--- config.mk ---
export PLATFORM = sky130hd
export DESIGN_NAME = program_loader
export DESIGN_NICKNAME = d
export VERILOG_FILES = /design/src/rtl/program_loader.sv
export SDC_FILE = /design/constraint.sdc
export NUM_CORES = 1
export LEC_CHECK = 0
export CAP_MARGIN = 0
export CORE_UTILIZATION = 30
export DETAILED_ROUTE_END_ITERATION = 8
export SYNTH_ARGS = -nofsm -noshare
export SYNTH_HDL_FRONTEND = slang
export SYNTH_SLANG_ARGS = --single-unit
--- constraint.sdc ---
create_clock -name clk -period 5.6 [get_ports clk]
set_input_delay 0.56 -clock clk [delete_from_list [all_inputs] [get_ports clk]]
set_output_delay 0.56 -clock clk [all_outputs]
set_load 0.03 [all_outputs]
--- src/rtl/program_loader.sv ---
// Program loader: receives a framed byte stream (MAGIC, LEN[4] little-endian,
// payload, CSUM) and writes the payload into program memory at ascending byte
// addresses. Holds the core in reset while loading and reports done/error.
module program_loader #(
    parameter int unsigned MEM_BYTES      = 1024,
    parameter logic [31:0] BASE_ADDR      = 32'h0000_0000,
    parameter logic [7:0]  MAGIC          = 8'hA5,
    parameter int unsigned TIMEOUT_CYCLES = 1000000
) (
    input  logic        clk,
    input  logic        reset_n,
    input  logic [7:0]  rx_data,
    input  logic        rx_valid,
    output logic        write_enable,
    output logic [7:0]  write_data,
    output logic [31:0] write_address,
    output logic        clear_mem,
    output logic        cpu_reset,
    output logic        busy,
    output logic        load_done,
    output logic        load_error
);

    localparam int unsigned TW = $clog2(TIMEOUT_CYCLES + 1);

    typedef enum logic [2:0] {
        StIdle,
        StLen,
        StData,
        StCheck,
        StDone,
        StError
    } state_e;

    state_e        state_q, state_d;
    logic [31:0]   len_q, len_d;
    logic [1:0]    len_idx_q, len_idx_d;
    logic [31:0]   offset_q, offset_d;
    logic [7:0]    csum_q, csum_d;
    logic [TW-1:0] tmo_q, tmo_d;
    logic          we_q, we_d;
    logic [7:0]    wdata_q, wdata_d;
    logic [31:0]   waddr_q, waddr_d;
    logic          clr_q, clr_d;
    logic          cpu_rst_q, cpu_rst_d;
    logic          busy_q, busy_d;
    logic          done_q, done_d;
    logic          err_q, err_d;
    logic          expired;
    logic          fail;

    // Idle-cycle counter has hit its limit; a byte arriving this cycle still wins.
    assign expired = (tmo_q == TW'(TIMEOUT_CYCLES - 1));

    // Next-state and registered-output logic for the frame parser.
    always_comb begin
        state_d   = state_q;
        len_d     = len_q;
        len_idx_d = len_idx_q;
        offset_d  = offset_q;
        csum_d    = csum_q;
        tmo_d     = tmo_q;
        we_d      = 1'b0;
        wdata_d   = wdata_q;
        waddr_d   = waddr_q;
        clr_d     = 1'b0;
        cpu_rst_d = cpu_rst_q;
        busy_d    = busy_q;
        done_d    = done_q;
        err_d     = err_q;
        fail      = 1'b0;

        if (state_q == StLen || state_q == StData || state_q == StCheck) begin
            tmo_d = rx_valid ? '0 : tmo_q + TW'(1);
        end

        unique case (state_q)
            StIdle: begin
                if (rx_valid && rx_data == MAGIC) begin
                    clr_d     = 1'b1;
                    cpu_rst_d = 1'b1;
                    busy_d    = 1'b1;
                    done_d    = 1'b0;
                    err_d     = 1'b0;
                    len_d     = '0;
                    len_idx_d = '0;
                    offset_d  = '0;
                    csum_d    = '0;
                    tmo_d     = '0;
                    state_d   = StLen;
                end
            end
            StLen: begin
                if (rx_valid) begin
                    // Shift in from the top so the first (LSB) byte ends at [7:0].
                    len_d     = {rx_data, len_q[31:8]};
                    len_idx_d = len_idx_q + 2'd1;
                    if (len_idx_q == 2'd3) begin
                        if (len_d > MEM_BYTES) begin
                            fail = 1'b1;
                        end else if (len_d == 32'd0) begin
                            state_d = StCheck;
                        end else begin
                            state_d = StData;
                        end
                    end
                end else if (expired) begin
                    fail = 1'b1;
                end
            end
            StData: begin
                if (rx_valid) begin
                    we_d     = 1'b1;
                    wdata_d  = rx_data;
                    waddr_d  = BASE_ADDR + offset_q;
                    offset_d = offset_q + 32'd1;
                    csum_d   = csum_q + rx_data;
                    if (offset_d == len_q) begin
                        state_d = StCheck;
                    end
                end else if (expired) begin
                    fail = 1'b1;
                end
            end
            StCheck: begin
                if (rx_valid) begin
                    if (rx_data == csum_q) begin
                        done_d    = 1'b1;
                        cpu_rst_d = 1'b0;
                        busy_d    = 1'b0;
                        state_d   = StDone;
                    end else begin
                        fail = 1'b1;
                    end
                end else if (expired) begin
                    fail = 1'b1;
                end
            end
            StDone:  state_d = StIdle;
            StError: state_d = StIdle;
            default: state_d = StIdle;
        endcase

        // Core stays held in reset after a failed load.
        if (fail) begin
            err_d   = 1'b1;
            busy_d  = 1'b0;
            state_d = StError;
        end
    end

    // State and output registers; memory contents are never touched by reset.
    always_ff @(posedge clk or negedge reset_n) begin
        if (!reset_n) begin
            state_q   <= StIdle;
            len_q     <= '0;
            len_idx_q <= '0;
            offset_q  <= '0;
            csum_q    <= '0;
            tmo_q     <= '0;
            we_q      <= 1'b0;
            wdata_q   <= '0;
            waddr_q   <= BASE_ADDR;
            clr_q     <= 1'b0;
            cpu_rst_q <= 1'b0;
            busy_q    <= 1'b0;
            done_q    <= 1'b0;
            err_q     <= 1'b0;
        end else begin
            state_q   <= state_d;
            len_q     <= len_d;
            len_idx_q <= len_idx_d;
            offset_q  <= offset_d;
            csum_q    <= csum_d;
            tmo_q     <= tmo_d;
            we_q      <= we_d;
            wdata_q   <= wdata_d;
            waddr_q   <= waddr_d;
            clr_q     <= clr_d;
            cpu_rst_q <= cpu_rst_d;
            busy_q    <= busy_d;
            done_q    <= done_d;
            err_q     <= err_d;
        end
    end

    assign write_enable  = we_q;
    assign write_data    = wdata_q;
    assign write_address = waddr_q;
    assign clear_mem     = clr_q;
    assign cpu_reset     = cpu_rst_q;
    assign busy          = busy_q;
    assign load_done     = done_q;
    assign load_error    = err_q;

endmodule
==> key figures, run 1 <==
Synthesis
  – Cell area after synthesis: 7640 um^2
  – Async SR Flop Fraction: 100%
  – Post-synthesis cell type with the largest combined area: dfrtp_1
  – Post-synth top cells: nand2_1 (226), dfrtp_1 (143), o21ai_0 (88)
  – FF+latch count, synth: 143
  – Top cell type's share of synthesized area: 46.8%
  – Top-count cell post-synth: nand2_1
  – EDFF count, synth: 0
  – Synth cell types: 61
  – Ys flop type: dfrtp_1
  – Post-synthesis sequential area ratio: 46.8%
  – Net count after synthesis: 916
  – Mean Syn Cell Area: 8.55 um^2
  – Syn. warnings: 0
  – Top post-synthesis cells by area: dfrtp_1 (47%), nand2_1 (11%), o21ai_0 (5.8%)
  – Post-Synthesis Cells: 894

STA
  – Slew Limit Fails: 0
  – Clock Skew: 12.5 ps
  – Final period util: 65.9%
  – Fin Setup TNS: 0 ps
  – Final setup violation count: 0
  – Slew @ Worst Pin: 1190 ps
  – RSZ-0062 raised after global routing: false
  – Period minus WS final: 3690 ps
  – Fmax: 271 MHz
  – Final hold vios: 0
  – Slew HR: 20.2%

Final layout
  – Fin cells: 1264
  – Ant diodes: 0
  – Layout cell share with drive strength beyond 1: 6.21%
  – P&R area growth vs syn: 18.0%
  – Final Net Count: 943

Placed design
  – HPWL Detailed: 13600 um
  – Port Buffer Count: 56
  – GP Congestion: 0.860
  – Placed insts: 1232

Global route
  – Initial antenna violation count: 0
  – Gr usage total: 16.3%
  – Global route total overflow: 0
  – First-pass GRT wire length: 33800 um
  – Vias in the first global route: 6190
  – Largest net degree at the start of global routing: 92

Worst setup path
  – Crit path DAT: 4040 ps
  – Max FO, Critical Path: 13
  – CP Class: reg -> reg
  – Worst Setup Start Kind: register
  – Reg2Reg Setup Slack: 1910 ps
  – Worst Reg-to-Reg Cells: 8
  – Worst R2R End: state_q[0]
  – Endpoint type of the worst setup path: register
  – Crit Reg-Reg Startpoint: offset_q[5]
  – Worst EP required: 5950 ps

Floorplan
  – Starting density of the core: 30.4%
  – Rows: 58
  – IO Pins: 57
  – Die height: 162 um
  – Die area: 26100 um^2
  – Core ar.: 25100 um^2
  – Die width: 162 um

Route
  – DRC: 0
  – ANT nets after route: 0
  – Number of DRC markers in iteration 0: 536
  – Final wirelength: 20500 um
  – Routed vias/inst: 5.16
  – Via count: 6526
  – Routed len/inst: 16.2 um
  – Pre-antenna DRT Iters: 5

Run
  – Max-Cap Viols: 0

Power and ir drop
  – Sequential Power Share: 39.9%
  – Combinational power share: 30.4%
  – Pwr/cell area: 412 nW/um^2
  – Design Power: 3.72 mW
  – Int Pwr: 2.32 mW
  – Leakage: 3.87 nW
  – Switch share: 37.7%
  – VDD IR-drop max: 0.235 mV
  – Clock network power share: 29.7%
  – Net switching power: 1.40 mW

Clocking
  – Cts hold-fix bufs: 0
  – Post-CTS Resized: 0
  – CTS tree: built
  – Clock Path Buffers: 2
  – Post-CTS setup buffers: 0
  – Skew-Pair Late Insertion Delay: 430 ps
  – H-Tree Depth: 4
  – Reg clk slew, reported paths: 60 ps
  – Inserted Clock Buffers: 17
  – Root buf cell: clkbuf_16
  – Clock Sink Count: 143

Worst hold path
  – HP Class: in -> async

Status
  – Status: finished clean
[state kept, by name, indices dropped and copies added, names as in the netlist]
signal / cells
busy: 1
clear_mem: 1
cpu_reset: 1
csum_q: 8
len_idx_q: 2
len_q: 32
load_done: 1
load_error: 1
offset_q: 32
state_q: 3
tmo_q: 20
write_address: 32
write_data: 8
write_enable: 1
[logic make-up after synthesis]
| family | share of synthesized area [%] |
|---|---|
| AO/OA/AOI/OAI | 13.6 |
| AND/OR/NAND/NOR | 26.0 |
| multiplexers | 0.524 |
| adder cells (fa/ha/maj) | 1.90 |
| flip-flops | 46.8 |
| buffers and inverters | 3.57 |
| XOR/XNOR | 7.68 |
[layout by cell type, fill, tap and decap left out, types with 6 or more instances in the layout]
master,count
clkdlybuf4s50_1,55
inv_1,12
nand4_1,17
nor2_1,54
o31ai_1,16
nand3_1,41
and2_1,8
or3_1,7
buf_4,7
dfrtp_1,143
o21ai_0,88
nor3_1,15
and3_1,8
ha_1,10
a31oi_1,6
xor2_1,25
xnor2_1,42
nand2_1,225
a21oi_1,28
nor4_1,16
clkbuf_16,17
[critical path, stage by stage, from the launching register on]
cell	delay, ps
dfrtp_1	530
nand4_4	220
nor3_2	760
a31oi_1	230
a2111o_1	430
or4_2	710
nor4_1	280
a32o_2	260
mux2i_1	190
[power groups by stage]
stage	registers, mW	logic, mW	clock network, mW
global placement	1.49	1.11	0
CTS	1.48	1.14	1.13
floorplan	1.48	0.764	0
global route	1.51	1.26	1.17
finish	1.48	1.13	1.11
detailed placement	1.50	1.13	0
[area by class of cell]
class | count | area (um^2)
Sequential cell | 143 | 3580
Tap cell | 330 | 413
Inverter | 13 | 48.8
Clock inverter | 13 | 130
Timing Repair Buffer | 63 | 614
Fill cell | 2622 | 16100
Multi-Input combinational cell | 683 | 3800
Clock buffer | 19 | 433
[per-stage QoR]
step | hold slack, ps | setup WS, ps | instance area [um^2] | util (%)
6_report | 229 | 1910 | 9020 | 35.9
5_1_grt | 298 | 1720 | 9020 | 35.9
4_1_cts | 257 | 1930 | 9020 | 35.9
3_5_place_dp | 465 | 1600 | 8460 | 33.7
3_3_place_gp | 461 | 1640 | 8460 | 33.7
2_1_floorplan | 264 | 2560 | 7640 | -
[worst max-delay path by stage]
stage / start / endpoint / slack (ps) / cells past startpoint
2_1_floorplan: rx_data[1] / state_q[0] / 2560 / 8
3_3_place_gp: rx_data[1] / state_q[0] / 1640 / 9
3_5_place_dp: rx_data[1] / state_q[0] / 1600 / 9
4_1_cts: offset_q[4] / state_q[0] / 1930 / 8
5_1_grt: offset_q[4] / state_q[0] / 1720 / 8
6_report: offset_q[5] / state_q[0] / 1910 / 8
[per-layer routing]
metal | vias up | share of wire (%) | GRT usage [%]
li1 | 3137 | - | -
met1 | 3195 | 49 | 23.8
met2 | 166 | 45 | 24.5
met3 | 28 | 4.6 | 2.95
met4 | 0 | 1.5 | 4.93
met5 | - | 0 | 0
No activity file was read; power rests on OpenSTA's default activity.
==> run 2, diff against run 1 <==
- clock period: 5.6 -> 3 ns (I/O delays scaled with it)
==> run 2 against run 1 <==
Against the previous run:
- register-to-register slack worse by 1800 ps
- final area is 10% higher
- sequential power is 74% higher
- utilization is 3.7 points higher
==> key figures, run 2 (synthesis gave the netlist of run 1 again) <==
Status
  – Status: finished clean

Final layout
  – Most frequent cells in the layout: nand2_1 (225), dfrtp_1 (141), buf_4 (109)
  – Fillers: 2589
  – Layout cell share with drive strength beyond 1: 17.4%
  – P&R area growth vs syn: 30.0%
  – Final Net Count: 1048
  – Final Instance Area: 9940 um^2
  – Commonest non-fill, non-tap cell in the layout: nand2_1
  – Ant diodes: 0

Floorplan
  – Rows: 58
  – Core ar.: 25100 um^2
  – Die height: 162 um
  – Die area: 26100 um^2
  – Die width: 162 um
  – Starting density of the core: 30.4%
  – IO Pins: 57

Global route
  – First-pass GRT wire length: 35500 um
  – Vias in the first global route: 6619
  – Initial antenna violation count: 0
  – Global route total overflow: 0
  – Largest net degree at the start of global routing: 78
  – Gr usage total: 17.3%

Worst setup path
  – Worst Reg-to-Reg Cells: 8
  – Max FO, Critical Path: 4
  – Reg2Reg Setup Slack: 80 ps
  – Worst R2R End: state_q[0]
  – Crit path DAT: 3280 ps
  – CP Class: reg -> reg
  – Worst EP required: 3360 ps
  – Endpoint type of the worst setup path: register
  – Worst Setup Start Kind: register
  – Crit Reg-Reg Startpoint: len_q[11]

Placed design
  – Port Buffer Count: 56
  – GP Congestion: 0.858
  – HPWL Detailed: 14900 um
  – Placed Area: 9210 um^2

STA
  – Final setup violation count: 0
  – Final period util: 97.4%
  – Slew HR: 49.4%
  – Final hold vios: 0
  – Slew Limit Fails: 0
  – Slew @ Worst Pin: 759 ps
  – Fmax: 342 MHz
  – RSZ-0062 raised after global routing: true
  – Clock Skew: 9.75 ps
  – Period minus WS final: 2920 ps
  – Hold_ws: 473 ps

Clocking
  – Root buf cell: clkbuf_16
  – Inserted Clock Buffers: 17
  – Skew-Pair Late Insertion Delay: 430 ps
  – Clock Sink Count: 143
  – CTS tree: built
  – Reg clk slew, reported paths: 70 ps
  – H-Tree Depth: 4
  – Clock Path Buffers: 2

Route
  – Routed vias/inst: 4.99
  – ANT nets after route: 0
  – Routed len/inst: 15.5 um
  – DRC: 0
  – Pre-antenna DRT Iters: 5
  – Final wirelength: 21200 um
  – Via count: 6832
  – Number of DRC markers in iteration 0: 483

Power and ir drop
  – VDD IR-drop max: 0.511 mV
  – Pwr/cell area: 739 nW/um^2
  – Leakage: 4.41 nW

Run
  – Max-Cap Viols: 0

Worst hold path
  – Hold path depth: 2
  – Worst Hold End: write_address[11]
  – HP Class: reg -> reg
  – HP Start: write_address[11]
[run 2: cell types whose count changed in the layout (fill, tap and decap cells not counted), moves of 3 or more]
cell	delta
buf_4	+102
inv_8	+6
nor4_1	-5
nor4_2	+4
or4_4	+4
clkinv_4	-3
ha_1	-3
or4_1	-3
[run 2: critical path, cell delays in order, from the launching register on]
cell,delay [ps]
dfrtp_1,370
or4_4,570
o31ai_4,260
nand4_1,100
a221o_1,390
or4_4,440
nor4_4,270
a32o_2,260
mux2i_1,190
[run 2: what timing repair did]
item                                    4_1_cts  5_1_grt
endpoints found under the hold margin        74        0
pin swaps                                     8       15
resized for setup                             4       17
endpoints found under the setup margin        2        4
hold buffers                                  1        0
buffers inserted                              0        5
[run 2: area by class of cell]
type / instances / area (um^2) / area share [%]
Multi-Input combinational cell: 683 / 3910 / 39.3
Clock inverter: 15 / 141 / 1.42
Sequential cell: 143 / 3580 / 36.0
Clock buffer: 17 / 425 / 4.28
Inverter: 13 / 48.8 / 0.491
Tap cell: 330 / 413 / 4.15
Timing Repair Buffer: 168 / 1420 / 14.3
[run 2: worst max path at each step]
stage / to / slack [ps] / depth (start not counted) / start
2_1_floorplan: state_q[0] / 90 / 9 / offset_q[0]
3_3_place_gp: state_q[0] / -340 / 10 / rx_data[5]
3_5_place_dp: state_q[0] / -440 / 10 / rx_data[5]
4_1_cts: state_q[0] / 30 / 9 / offset_q[10]
5_1_grt: state_q[0] / -50 / 13 / offset_q[0]
6_report: state_q[0] / 80 / 8 / len_q[11]
[run 2: power by group]
group          internal [mW]  leakage (nW)  total, mW  switching [mW]
Combinational           1.17          2.21       2.69            1.52
Clock                   1.10         0.281       2.08           0.971
Sequential              2.31          1.92       2.58           0.278
Total                   4.58          4.41       7.35            2.77
[run 2: routing by layer]
metal	wire [um]	global-route usage, %	vias to the layer above
li1	-	-	3356
met5	0	0	-
met3	891	3.36	21
met2	9780	26.8	154
met1	10300	24.4	3301
met4	216	4.59	0
[run 2: metrics by stage]
stage	setup WS (ps)	setup TNS, ps	instances	util (%)	power, mW
6_report	78.4	0	1369	39.6	7.35
5_1_grt	-48.1	-55.8	1369	39.6	7.83
4_1_cts	30.0	0	1364	39.0	7.34
3_5_place_dp	-435	-1560	1331	36.7	5.21
3_3_place_gp	-336	-1190	1331	36.7	5.17
2_1_floorplan	88.2	0	894	-	4.20
==> run 3, diff against run 2 <==
- CTS_CLUSTER_DIAMETER: default -> 40
- clock period: 3 -> 2.9 ns (I/O delays scaled with it)
==> run 3 against run 2 <==
Against the previous run:
- the run now ends with negative setup slack left
- hold slack worse by 27 ps
- global-route usage grew 0.26 points
- maximum frequency down 0.58%
- final area decreased by 0.63%
- sequential share of layout area rose by 0.20 points
- critical path depth up 1
- die area unchanged
- largest cell class unchanged
- combinational power grew 5%
- count of clock-buffer cells in the layout rose by 3
- register-to-register slack lost 120 ps
- utilization decreased by 0.25 points
- sequential cell count stayed put
==> key figures, run 3 (synthesis gave the netlist of run 1 again) <==
Final layout
  – Most frequent cells in the layout: nand2_1 (225), dfrtp_1 (143), buf_4 (115)
  – P&R area growth vs syn: 29.2%
  – Commonest non-fill, non-tap cell in the layout: nand2_1
  – Fin cells: 1372
  – Layout cell share with drive strength beyond 1: 16.4%
  – Final Net Count: 1053
  – Fillers: 2609
  – Storage element area: 3580 um^2
  – Ant diodes: 0
  – Multi-input logic area: 3840 um^2

Worst setup path
  – Endpoint type of the worst setup path: register
  – Max FO, Critical Path: 4
  – Worst Reg-to-Reg Cells: 9
  – CP Class: reg -> reg
  – CP max stage cell: or4_4
  – Crit path DAT: 3290 ps
  – Slowest stage delay, CP: 440 ps
  – CP Cell Sequence: nor4_1 > buf_4 > and4_2 > nand4_1 > a221o_1 > or4_4 > nor4_4 > a32o_2 > mux2i_1
  – Worst Setup Start Kind: register
  – Worst EP required: 3260 ps

Clocking
  – Root buf cell: clkbuf_16
  – Clock Path Buffers: 2
  – Reg clk slew, reported paths: 60 ps
  – CTS tree: built
  – Clock Sink Count: 143
  – Skew-Pair Late Insertion Delay: 430 ps
  – Inserted Clock Buffers: 17
  – H-Tree Depth: 4

Floorplan
  – Die height: 162 um
  – Die area: 26100 um^2
  – Rows: 58
  – Starting density of the core: 30.4%
  – Core ar.: 25100 um^2
  – Die width: 162 um
  – IO Pins: 57

Global route
  – Initial antenna violation count: 0
  – First-pass GRT wire length: 35700 um
  – Largest net degree at the start of global routing: 90
  – Vias in the first global route: 6669
  – Global route total overflow: 0
  – Gr usage total: 17.5%

STA
  – Hold_ws: 446 ps
  – RSZ-0062 raised after global routing: true
  – Slew Limit Fails: 0
  – Final setup violation count: 2
  – Setup ws final: -38.8 ps
  – Slew @ Worst Pin: 1170 ps
  – Period minus WS final: 2940 ps
  – Final period util: 101%
  – Clock Skew: 8.06 ps
  – Fmax: 340 MHz
  – Final hold vios: 0
  – Slew HR: 22.2%

Power and ir drop
  – Leakage: 4.43 nW
  – VDD IR-drop max: 0.503 mV
  – Pwr/cell area: 767 nW/um^2

Status
  – Status: finished with violations
  – Failing checks: negative setup slack

Route
  – Number of DRC markers in iteration 0: 446
  – Routed len/inst: 15.8 um
  – DRC: 0
  – ANT nets after route: 0
  – Final wirelength: 21700 um
  – Routed vias/inst: 5.03
  – Pre-antenna DRT Iters: 6
  – Via count: 6897

Placed design
  – HPWL Detailed: 15400 um
  – Port Buffer Count: 56
  – Placed insts: 1338
  – GP Congestion: 0.884

Run
  – Max-Cap Viols: 0

Worst hold path
  – HP Class: in -> async
==> run 3: power breakdown <==
part,switching [mW],internal [mW],total [mW]
Clock,0.869,1.21,2.08
Sequential,0.284,2.39,2.67
Combinational,1.61,1.21,2.82
==> run 3: per-layer routing <==
| layer | global-route usage [%] | vias up | part of all wire, % |
|---|---|---|---|
| li1 | - | 3355 | - |
| met1 | 24.0 | 3354 | 48 |
| met2 | 27.8 | 158 | 47 |
| met3 | 3.29 | 30 | 3.5 |
| met4 | 5.70 | 0 | 2.1 |
| met5 | 0 | - | 0 |
==> run 3: layout make-up <==
type | instances | share of cell area [%]
clock buffers | 20 | 4.62
clock inverters | 10 | 0.899
inverters | 13 | 0.494
multi-input cells | 683 | 38.8
flip-flops and latches | 143 | 36.2
well taps | 330 | 4.18
repair buffers | 173 | 14.7
==> run 3: final timing paths <==
check / start / to / slack [ps]
min in group clk: write_address[25] / write_address[25] / 470
max in group asynchronous: reset_n / len_q[24] / 1640
max: len_q[23] / state_q[0] / -40
min reg2reg: write_address[25] / write_address[25] / 470
max reg2reg: len_q[23] / state_q[0] / -40
min: reset_n / tmo_q[12] / 450
==> run 3: critical path: cells and delay by family, from the launching register on <==
kind | cells | cell delay [ps]
muxes | 1 | 180
and+or+nand+nor | 5 | 1480
AOI/OAI and AO/OA | 2 | 640
buffers and inverters | 1 | 190
DFF | 1 | 390
==> run 3: metrics by stage <==
stage	power [mW]	setup TNS, ps	setup slack (ps)	util (%)	instance area [um^2]
after CTS	7.60	-44.3	-41.2	39.3	9860
after global routing	8.04	-537	-184	39.3	9880
final	7.57	-43.6	-38.8	39.3	9880
after global placement	5.39	-1790	-485	36.9	9270
after floorplan	4.34	0	9.25	-	7650
after detailed placement	5.44	-1960	-538	36.9	9270
==> run 3: timing repair <==
action | 4_1_cts | 5_1_grt
gates cloned | 0 | 0
endpoints found under the setup margin | 4 | 4
hold buffers | 1 | 0
pin swaps | 7 | 1
gates resized for setup | 3 | 3
endpoints found under the hold margin | 66 | 0
buffers inserted | 3 | 0
